## src/rtl/riscv_pkg.sv

```systemverilog
// Shared RV32 definitions for fetch, decode and immediate generation.
// IFU_MISALIGN_FAULT_EN adds a fault bit to the fetch buffer entry.
package riscv_pkg;

    localparam int XLEN = 32;
    localparam logic [XLEN-1:0] NOP_INSTR        = 32'h0000_0013;
    localparam logic [XLEN-1:0] RESET_PC_DEFAULT = 32'h0000_0000;

    localparam logic [6:0] OPC_LUI    = 7'b0110111;
    localparam logic [6:0] OPC_AUIPC  = 7'b0010111;
    localparam logic [6:0] OPC_JAL    = 7'b1101111;
    localparam logic [6:0] OPC_JALR   = 7'b1100111;
    localparam logic [6:0] OPC_BRANCH = 7'b1100011;
    localparam logic [6:0] OPC_LOAD   = 7'b0000011;
    localparam logic [6:0] OPC_STORE  = 7'b0100011;
    localparam logic [6:0] OPC_OP_IMM = 7'b0010011;
    localparam logic [6:0] OPC_OP     = 7'b0110011;

    typedef struct packed {
        logic [XLEN-1:0] pc;
        logic [XLEN-1:0] instr;
`ifdef IFU_MISALIGN_FAULT_EN
        logic            fault;
`endif
    } ifu_entry_t;

    function automatic logic [XLEN-1:0] align_word(input logic [XLEN-1:0] addr);
        return addr & ~XLEN'(3);
    endfunction

endpackage

```

## src/rtl/instruction_fetch_unit_if.sv

```systemverilog
// Instruction-memory read bus: request channel with ready, response channel without back-pressure.
interface instruction_fetch_unit_if;
    import riscv_pkg::*;

    logic            imem_req_valid;
    logic            imem_req_ready;
    logic [XLEN-1:0] imem_req_addr;
    logic            imem_rsp_valid;
    logic [XLEN-1:0] imem_rsp_data;

    modport master (
        output imem_req_valid,
        output imem_req_addr,
        input  imem_req_ready,
        input  imem_rsp_valid,
        input  imem_rsp_data
    );

    modport slave (
        input  imem_req_valid,
        input  imem_req_addr,
        output imem_req_ready,
        output imem_rsp_valid,
        output imem_rsp_data
    );

endinterface

```

## src/rtl/instruction_fetch_unit_fifo.sv

```systemverilog
// ifu_fifo: registered prefetch buffer of fetch entries with synchronous flush.
module ifu_fifo
    import riscv_pkg::*;
#(
    parameter int DEPTH = 2,
    localparam int AW = $clog2(DEPTH),
    localparam int CW = AW + 1
) (
    input  logic          clk,
    input  logic          rst_n,
    input  logic          push,
    input  ifu_entry_t    wdata,
    input  logic          pop,
    input  logic          flush,
    output ifu_entry_t    rdata,
    output logic          full,
    output logic          empty,
    output logic [CW-1:0] count
);

    logic [AW-1:0] wr_ptr_q, wr_ptr_d;
    logic [AW-1:0] rd_ptr_q, rd_ptr_d;
    logic [CW-1:0] count_q,  count_d;
    logic          push_en, pop_en;

    // NOTE: entry storage has no reset; the count alone says which slots are live.
    ifu_entry_t slot_mem [DEPTH];

    assign full  = (count_q == CW'(DEPTH));
    assign empty = (count_q == '0);
    assign count = count_q;
    assign rdata = slot_mem[rd_ptr_q];

    assign pop_en  = pop && !empty && !flush;
    assign push_en = push && !flush && (!full || pop_en);

    // NOTE: every variable gets a default first so no path leaves it unassigned (no latch).
    always_comb begin
        wr_ptr_d = wr_ptr_q;
        rd_ptr_d = rd_ptr_q;
        count_d  = count_q;
        if (flush) begin
            wr_ptr_d = '0;
            rd_ptr_d = '0;
            count_d  = '0;
        end else begin
            if (push_en) wr_ptr_d = wr_ptr_q + AW'(1);
            if (pop_en)  rd_ptr_d = rd_ptr_q + AW'(1);
            if (push_en && !pop_en)      count_d = count_q + CW'(1);
            else if (pop_en && !push_en) count_d = count_q - CW'(1);
        end
    end

    // NOTE: sequential state uses non-blocking assignments so all flops update together.
    always_ff @(posedge clk or negedge rst_n) begin
        if (!rst_n) begin
            wr_ptr_q <= '0;
            rd_ptr_q <= '0;
            count_q  <= '0;
        end else begin
            wr_ptr_q <= wr_ptr_d;
            rd_ptr_q <= rd_ptr_d;
            count_q  <= count_d;
        end
    end

    always_ff @(posedge clk) begin
        if (push_en) slot_mem[wr_ptr_q] <= wdata;
    end

endmodule

```

## src/rtl/instruction_fetch_unit.sv

```systemverilog
// Fetch stage: PC register, credit-limited imem issue, in-order response buffering, redirect flush.
// IFU_MISALIGN_FAULT_EN adds if_fault and turns a misaligned redirect into a faulting NOP entry.
module instruction_fetch_unit
    import riscv_pkg::*;
#(
    parameter logic [XLEN-1:0] RESET_PC   = RESET_PC_DEFAULT,
    parameter int              FIFO_DEPTH = 2
) (
    input  logic                      clk,
    input  logic                      rst_n,
    instruction_fetch_unit_if.master  imem,
    input  logic                      redirect_valid,
    input  logic [XLEN-1:0]           redirect_pc,
    output logic                      if_valid,
    input  logic                      if_ready,
    output logic [XLEN-1:0]           if_pc,
    output logic [XLEN-1:0]           if_instr
`ifdef IFU_MISALIGN_FAULT_EN
    ,
    output logic                      if_fault
`endif
);

    localparam int CW = $clog2(FIFO_DEPTH) + 1;
    localparam logic [CW:0] DEPTH_W = (CW+1)'(FIFO_DEPTH);

    logic [XLEN-1:0] fetch_pc_q, fetch_pc_d;
    logic [XLEN-1:0] rsp_pc_q,   rsp_pc_d;
    logic [CW-1:0]   outstanding_q, outstanding_d;
    logic [CW-1:0]   kill_q, kill_d;
`ifdef IFU_MISALIGN_FAULT_EN
    logic            halt_q, halt_d;
    logic            fault_pend_q, fault_pend_d;
`endif

    logic            fifo_push, fifo_pop, fifo_full, fifo_empty;
    logic [CW-1:0]   fifo_count;
    ifu_entry_t      fifo_wdata, fifo_rdata;
    logic [CW:0]     in_use, credit_limit;
    logic            halted, req_valid, req_fire;

`ifdef IFU_MISALIGN_FAULT_EN
    assign halted = halt_q;
`else
    assign halted = 1'b0;
`endif

    // A slot being popped this cycle counts as free, which sustains one fetch per cycle.
    assign fifo_pop     = if_valid && if_ready;
    assign in_use       = {1'b0, outstanding_q} + {1'b0, fifo_count};
    assign credit_limit = DEPTH_W + {{CW{1'b0}}, fifo_pop};
    assign req_valid    = rst_n && !redirect_valid && !halted && (in_use < credit_limit);
    assign req_fire     = req_valid && imem.imem_req_ready;

    assign imem.imem_req_valid = req_valid;
    assign imem.imem_req_addr  = fetch_pc_q;

    always_comb begin
        fetch_pc_d    = fetch_pc_q;
        rsp_pc_d      = rsp_pc_q;
        outstanding_d = outstanding_q;
        kill_d        = kill_q;
        fifo_push     = 1'b0;
        fifo_wdata    = '0;
`ifdef IFU_MISALIGN_FAULT_EN
        halt_d        = halt_q;
        fault_pend_d  = fault_pend_q;
`endif
        if (redirect_valid) begin
            // Every read still in flight belongs to the old path; one arriving now is dropped here.
            fetch_pc_d    = align_word(redirect_pc);
            rsp_pc_d      = align_word(redirect_pc);
            outstanding_d = outstanding_q - CW'(imem.imem_rsp_valid);
            kill_d        = outstanding_q - CW'(imem.imem_rsp_valid);
`ifdef IFU_MISALIGN_FAULT_EN
            halt_d       = (redirect_pc[1:0] != 2'b00);
            fault_pend_d = (redirect_pc[1:0] != 2'b00);
            if (redirect_pc[1:0] != 2'b00) rsp_pc_d = redirect_pc;
`endif
        end else begin
            if (req_fire) begin
                fetch_pc_d    = fetch_pc_q + 32'd4;
                outstanding_d = outstanding_q + CW'(1);
            end
            if (imem.imem_rsp_valid) begin
                outstanding_d = outstanding_d - CW'(1);
                if (kill_q != '0) begin
                    kill_d = kill_q - CW'(1);
                end else begin
                    fifo_push        = 1'b1;
                    fifo_wdata.pc    = rsp_pc_q;
                    fifo_wdata.instr = imem.imem_rsp_data;
                    rsp_pc_d         = rsp_pc_q + 32'd4;
                end
            end
`ifdef IFU_MISALIGN_FAULT_EN
            if (fault_pend_q) begin
                fifo_push        = 1'b1;
                fifo_wdata.pc    = rsp_pc_q;
                fifo_wdata.instr = NOP_INSTR;
                fifo_wdata.fault = 1'b1;
                fault_pend_d     = 1'b0;
            end
`endif
        end
    end

    always_ff @(posedge clk or negedge rst_n) begin
        if (!rst_n) begin
            fetch_pc_q    <= RESET_PC;
            rsp_pc_q      <= RESET_PC;
            outstanding_q <= '0;
            kill_q        <= '0;
`ifdef IFU_MISALIGN_FAULT_EN
            halt_q        <= 1'b0;
            fault_pend_q  <= 1'b0;
`endif
        end else begin
            fetch_pc_q    <= fetch_pc_d;
            rsp_pc_q      <= rsp_pc_d;
            outstanding_q <= outstanding_d;
            kill_q        <= kill_d;
`ifdef IFU_MISALIGN_FAULT_EN
            halt_q        <= halt_d;
            fault_pend_q  <= fault_pend_d;
`endif
        end
    end

    ifu_fifo #(.DEPTH(FIFO_DEPTH)) u_fifo (
        .clk   (clk),
        .rst_n (rst_n),
        .push  (fifo_push),
        .wdata (fifo_wdata),
        .pop   (fifo_pop),
        .flush (redirect_valid),
        .rdata (fifo_rdata),
        .full  (fifo_full),
        .empty (fifo_empty),
        .count (fifo_count)
    );

    assign if_valid = !fifo_empty;
    assign if_pc    = if_valid ? fifo_rdata.pc    : '0;
    assign if_instr = if_valid ? fifo_rdata.instr : '0;
`ifdef IFU_MISALIGN_FAULT_EN
    assign if_fault = if_valid && fifo_rdata.fault;
`endif

    // The credit rule must keep a slot free for every response that is accepted.
    assert property (@(posedge clk) disable iff (!rst_n) !(fifo_push && fifo_full && !fifo_pop));

endmodule

```

## src/flat_wrapper.sv

```systemverilog
// flat-port wrapper written by rule: the top's interface ports become plain ports
module instruction_fetch_unit_flat import riscv_pkg::*;
#(
    parameter logic [XLEN-1:0] RESET_PC   = RESET_PC_DEFAULT,
    parameter int              FIFO_DEPTH = 2
)
  (clk, rst_n, redirect_valid, redirect_pc, if_valid, if_ready, if_pc, if_instr, imem_imem_req_valid, imem_imem_req_addr, imem_imem_req_ready, imem_imem_rsp_valid, imem_imem_rsp_data);
  instruction_fetch_unit_if imem_i ();
  input  logic clk;
  input  logic rst_n;
  input  logic redirect_valid;
  input  logic [XLEN-1:0] redirect_pc;
  output logic if_valid;
  input  logic if_ready;
  output logic [XLEN-1:0] if_pc;
  output logic [XLEN-1:0] if_instr;
  output wire logic [$bits(imem_i.imem_req_valid)-1:0] imem_imem_req_valid;
  output wire logic [$bits(imem_i.imem_req_addr)-1:0] imem_imem_req_addr;
  input wire logic [$bits(imem_i.imem_req_ready)-1:0] imem_imem_req_ready;
  input wire logic [$bits(imem_i.imem_rsp_valid)-1:0] imem_imem_rsp_valid;
  input wire logic [$bits(imem_i.imem_rsp_data)-1:0] imem_imem_rsp_data;
  assign imem_imem_req_valid = imem_i.imem_req_valid;
  assign imem_imem_req_addr = imem_i.imem_req_addr;
  assign imem_i.imem_req_ready = imem_imem_req_ready;
  assign imem_i.imem_rsp_valid = imem_imem_rsp_valid;
  assign imem_i.imem_rsp_data = imem_imem_rsp_data;
  instruction_fetch_unit #(.RESET_PC(RESET_PC), .FIFO_DEPTH(FIFO_DEPTH)) u_core (.clk(clk), .rst_n(rst_n), .imem(imem_i), .redirect_valid(redirect_valid), .redirect_pc(redirect_pc), .if_valid(if_valid), .if_ready(if_ready), .if_pc(if_pc), .if_instr(if_instr));
endmodule
```

## config.mk

```make
export PLATFORM = sky130hd
export DESIGN_NAME = instruction_fetch_unit_flat
export DESIGN_NICKNAME = d
export VERILOG_FILES = /design/src/rtl/riscv_pkg.sv /design/src/rtl/instruction_fetch_unit_if.sv /design/src/rtl/instruction_fetch_unit_fifo.sv /design/src/rtl/instruction_fetch_unit.sv /design/src/flat_wrapper.sv
export SDC_FILE = /design/constraint.sdc
export NUM_CORES = 1
export LEC_CHECK = 0
export BUFFER_PORTS_ARGS = -buffer_cell sky130_fd_sc_hd__buf_2
export CAP_MARGIN = 20
export CORE_MARGIN = 2
export CORE_UTILIZATION = 50
export CTS_CLUSTER_DIAMETER = 120
export CTS_CLUSTER_SIZE = 20
export DETAILED_ROUTE_END_ITERATION = 10
export GPL_TIMING_DRIVEN = 0
export PLACE_DENSITY = 0.73
export SYNTH_ARGS = -nofsm -noshare
export SYNTH_HDL_FRONTEND = slang
export SYNTH_HIERARCHICAL = 1
export SYNTH_SLANG_ARGS = --single-unit
```

## constraint.sdc

```tcl
create_clock -name clk -period 22.2 [get_ports clk]
set_input_delay 4.44 -clock clk [delete_from_list [all_inputs] [get_ports clk]]
set_output_delay 4.44 -clock clk [all_outputs]
set_load 0.05 [all_outputs]
```

---- After elaboration in Yosys (flattened, before gate mapping) ----
Memories as Yosys holds them, arrays and structs flattened.
Index checks and enable logic that the tools add are counted.
storage, ports and cells
  memory bits (read-only) ................. 0
  latch bits .............................. 0
  RAM bits ................................ 128
  flip-flop bits (word level) ............. 72
  memories kept ........................... 1
  input bits .............................. 70
  word-level logic and storage cells ...... 78
memories
  name                    depth  width  rd ports  clocked after memory_dff  write ports  RTL line                           source
  u_core.u_fifo.slot_mem  2      64     1         0                         1            instruction_fetch_unit_fifo.sv:27  ifu_entry_t slot_mem [DEPTH];
operators by class
  equal/unequal tests ..................... 2
  $lt $le $gt $ge ......................... 1
  add/subtract/negate cells ............... 12
  reduce and logical (&&, ||, !) cells .... 26
  multipliers ............................. 0
  divide/modulo/power cells ............... 0
  bitwise logic cells ..................... 0
  mux-type cells .......................... 29
  shift-type cells ........................ 0
operator list
  cell                                                                 count
  32-bit two-way mux                                                   7
  64-bit two-way mux                                                   3
  32-bit by 3-bit adder with 32-bit output (second input constant)     2
  2-bit two-way mux                                                    10
  2-bit nonzero test                                                   6
  1-bit logical AND                                                    10
  1-bit two-way mux                                                    9
  2-bit by 1-bit subtractor with 2-bit output (second input constant)  3
  1-bit zero test                                                      5
  2-bit by 1-bit adder with 2-bit output (second input constant)       2
  2-bit AND reduction                                                  2
  2-bit by 1-bit adder with 3-bit output (first input constant)        1
  2-bit by 2-bit adder with 3-bit output                               1
  3-bit less-than comparator                                           1
  3-bit nonzero test                                                   1
  1-bit adder (second input constant)                                  2
  2-bit == test (second input constant)                                1
  2-bit zero test                                                      1
  2-bit != test (second input constant)                                1
  2-bit by 1-bit subtractor with 2-bit output                          1
  1-bit logical OR                                                     1

---- Depth between registers and ports, before layout ----
  depth in word-level cells ............... 12
  mapped depth ............................ 11
  gate-level depth less buffers ........... 10

---- By module ----
The synthesis kept the hierarchy.
by module, submodules not included
  module                  cells each  instances  seq. area each (um2)  area an instance (um2)
  ifu_fifo                224         1          3943.8                4844.6
  instruction_fetch_unit  538         1          1601.5                4550.6

---- Least setup slack after synthesis ----
No wires, ideal clock.
  kind .................................... in2reg
  from .................................... in imem_imem_rsp_valid
  to ...................................... mem u_core/u_fifo/slot_mem[0][0] in the netlist's numbering, enable pin
  arrival time ............................ 11.305 ns
  setup time .............................. 0.646 ns
  stages .................................. 5
  buffers on the path ..................... 1
  data required time ...................... 21.554 ns
  path slack .............................. 10.249 ns
  cells stage by stage .................... nand2_1 -> nor2_1 -> clkbuf_1 -> inv_1 -> nor4_1
between the ends
  cells in the longest elaborated chain, start to end .. 6
ends and longest elaborated chain
  element                                  RTL line                           source
  start: declaration                       flat_wrapper.sv:20                 input wire logic [$bits(imem_i.imem_rsp_valid)-1:0] imem_imem_rsp_valid;
  1-bit two-way mux                        instruction_fetch_unit.sv:85       if (imem.imem_rsp_valid) begin
  1-bit two-way mux                        instruction_fetch_unit.sv:69       if (redirect_valid) begin
  net u_core.fifo_push                     instruction_fetch_unit.sv:36       logic fifo_push, fifo_pop, fifo_full, fifo_empty;
  1-bit logical AND (2 in series)          instruction_fetch_unit_fifo.sv:35  assign push_en = push && !flush && (!full || pop_en);
  1-bit two-way mux                        instruction_fetch_unit_fifo.sv:68  if (push_en) slot_mem[wr_ptr_q] <= wdata;
  1-bit two-way mux (not written as such)  instruction_fetch_unit_fifo.sv:68
  end: declaration                         instruction_fetch_unit_fifo.sv:27
The timed path passes the listed nets, and every way through them passes these cells.

---- Worst setup path after layout ----
  from .................................... in redirect_valid
  to ...................................... out imem_imem_req_valid
between the ends
  cells in the longest elaborated chain, start to end .. 3
ends and longest elaborated chain
  element                          RTL line                      source
  start: declaration               flat_wrapper.sv:11            input logic redirect_valid;
  1-bit zero test                  instruction_fetch_unit.sv:52  assign req_valid = rst_n && !redirect_valid && !halted && (in_use < credit_limit);
  1-bit logical AND (2 in series)  instruction_fetch_unit.sv:52
  end: declaration                 flat_wrapper.sv:17            output wire logic [$bits(imem_i.imem_req_valid)-1:0] imem_imem_req_valid;
No other way between the ends.

==> run_results.csv <==
group,metric,value,unit
timing,period_minus_slack,10.67,ns
routing,post_drt_wl_per_cell,17.77,microns
clock_tree,cts_made_buffers,17,
worst_hold_path,hold_path_class,"reg -> reg",
finish,finalNonFillerCells,1205,
die,rows,50,
logic_synthesis,syn-cell-area,9387,sq um
run_status,outcome,"completed",
worst_setup_path,end_kind,"output port",
worst_setup_path,required,17.76,ns
worst_setup_path,crit_fanout,13,
die,dieArea,19890,sq um
grt,gr-usage-all-layers,21.80,%
logic_synthesis,synthCells,761,
routing,drc,0,
clock_tree,cts_setup_buffers,0,
finish,area_growth,19.55,%
grt,grt_max_degree,65,
routing,dr_total_vias,6559,
finish,final_nets,1035,
place,hpwl,15.38,mm
grt,grt_pass1_vias,6454,
place,gp_congestion,0.8724,
clock_tree,cts_hold_buf,0,
die,core_area,18580,sq um
timing,setup_tns,0,ns
timing,rsz0062_at_grt,"no",
timing,tightestPinTransition,0.8960,ns
grt,grt_pass1_wl,33.80,mm
die,initial_core_util,50.52,%
clock_tree,worstSkewPairLatency,0.43,ns
routing,antenna_left,0,
finish,diodes,0,
timing,slew_headroom,40.27,%
clock_tree,cts-htree-levels,4,
logic_synthesis,avgSynthCellArea,12.33,sq um
routing,vias_per_cell,5.443,
power,leakage,4.509,nW
clock_tree,cts-resized-gates,0,
routing,drtIter0Drc,279,
timing,post-route-period-util,48.07,%
grt,overflow,0,
power,vdd_drop_max,0.05335,mV
worst_setup_path,critPathArrivalTime,6.23,ns
clock_tree,cts_tree,"done",
place,io_buffers,163,
finish,drive_above_1_share,31.51,%
power,p_per_area,80.47,nW/um^2
clock_tree,clkTransAtPathRegs,0.07,ns
timing,final_max_slew_viol_count,0,
die,die_y,141.0,microns
die,dieWidth,141.0,microns
place,dp_cells,1173,
worst_setup_path,critPathSlowestCell,"a2111oi_0",
clock_tree,ctsRootBufferMaster,"clkbuf_16",
timing,hold_viol_final,0,
logic_synthesis,synth_warnings,6,
clock_tree,cts.sinks,196,
die,io_pins,168,
worst_setup_path,slowest_delay,0.60,ns
timing,fmax,0.09371,GHz
run,maxCapViolCount,0,
timing,skew,0.01260,ns
routing,drt_wl_total,21.41,mm
timing,fin_ws,11.53,ns
place,post-place-ws,11.57,ns
timing,setup_viol,0,
routing,drt-pass1-iter-count,5,
clock_tree,cts_buffer_depth,2,
grt,grt_antenna_before_repair,0,
worst_setup_path,start_kind,"input port",
worst_setup_path,cp_cell_sequence,"buf_2, clkbuf_1, clkbuf_1, a2111oi_0, buf_2",
worst_setup_path,crit_type,"in -> out",
==> metal layers <==
metal | global-route usage, % | part of all wire (%) | up-vias
li1 | - | - | 3112
met1 | 30.74 | 45 | 3182
met2 | 35.17 | 47 | 241
met3 | 4.008 | 6.5 | 24
met4 | 5.789 | 1.5 | 0
met5 | 0 | 0 | -
==> report_power, final <==
part           switching [mW]  internal, mW
Clock                   0.140         0.169
Combinational           0.111        0.0504
Sequential             0.0200         0.412
Total                   0.272         0.631
==> critical path: cells and delay by family <==
family / cells / cell delay, ns
AOI/OAI and AO/OA: 1 / 0.60
buffers and inverters: 4 / 1.18
==> placed cells by master, fill, tap and decap left out, drive strengths merged, types with 2 or more instances in the layout <==
| master | n |
|---|---|
| clkinvlp | 3 |
| mux2i | 2 |
| a21boi | 7 |
| a31oi | 4 |
| bufinv | 2 |
| clkinv | 4 |
| a2111oi | 2 |
| a41oi | 2 |
| or2 | 2 |
| and3 | 8 |
| mux2 | 68 |
| o211ai | 12 |
| xor2 | 28 |
| and2 | 64 |
| xnor2 | 15 |
| nand2 | 48 |
| nor4 | 5 |
| nor3 | 11 |
| o21ai | 39 |
| buf | 192 |
| inv | 22 |
| nand2b | 7 |
| a21oi | 10 |
| ha | 6 |
| clkbuf | 39 |
| dfrtp | 68 |
| o311ai | 9 |
| conb | 6 |
| nor2 | 22 |
| and4 | 3 |
| nand4 | 21 |
| nor2b | 67 |
| nand3 | 30 |
| edfxtp | 128 |
==> layout make-up <==
class	count	area, sq um
well taps	234	292.8
inverters	16	60.06
plain buffers	41	201.4
flip-flops and latches	196	5545
fillers	1537	7358
repair buffers	173	920.9
clock inverters	15	168.9
multi-input cells	513	3607
clock buffers	17	425.4
==> worst paths after layout <==
path                                                  to  slack (ns)                           from  cells past startpoint
max                                  imem_imem_req_valid       11.53                 redirect_valid                      5
min                        u_core/imem.imem_req_addr[31]        0.51  u_core/imem.imem_req_addr[31]                      1
max reg2reg                u_core/u_fifo/slot_mem[0][23]       18.31               u_core/kill_q[0]                     12
min reg2reg                u_core/imem.imem_req_addr[31]        0.51  u_core/imem.imem_req_addr[31]                      1
max in group asynchronous             u_core/rsp_pc_q[8]       17.71                          rst_n                      2
min in group asynchronous  u_core/imem.imem_req_addr[22]        3.94                          rst_n                      1
==> flip-flops by register name (all words and copies together), names as in the netlist <==
register,cells
u_core/u_fifo/slot_mem,128
u_core/imem.imem_req_addr,30
u_core/rsp_pc_q,30
u_core/kill_q,2
u_core/outstanding_q,2
u_core/u_fifo/count,2
u_core/u_fifo/rd_ptr_q,1
u_core/u_fifo/wr_ptr_q,1
==> stage by stage <==
stage | power [mW] | utilization [%] | hold WS, ns | cell area [sq um]
after global routing | 0.9393 | 60.40 | 0.5495 | 11220
after floorplan | 0.5509 | - | 0.5153 | 9405
final | 0.9030 | 60.40 | 0.5097 | 11220
after detailed placement | 0.6000 | 57.20 | 0.5031 | 10630
after global placement | 0.5963 | 56.59 | 0.4972 | 10510
after CTS | 0.9077 | 60.40 | 0.5120 | 11220
Note: power is estimated with default switching activity, not from simulation.
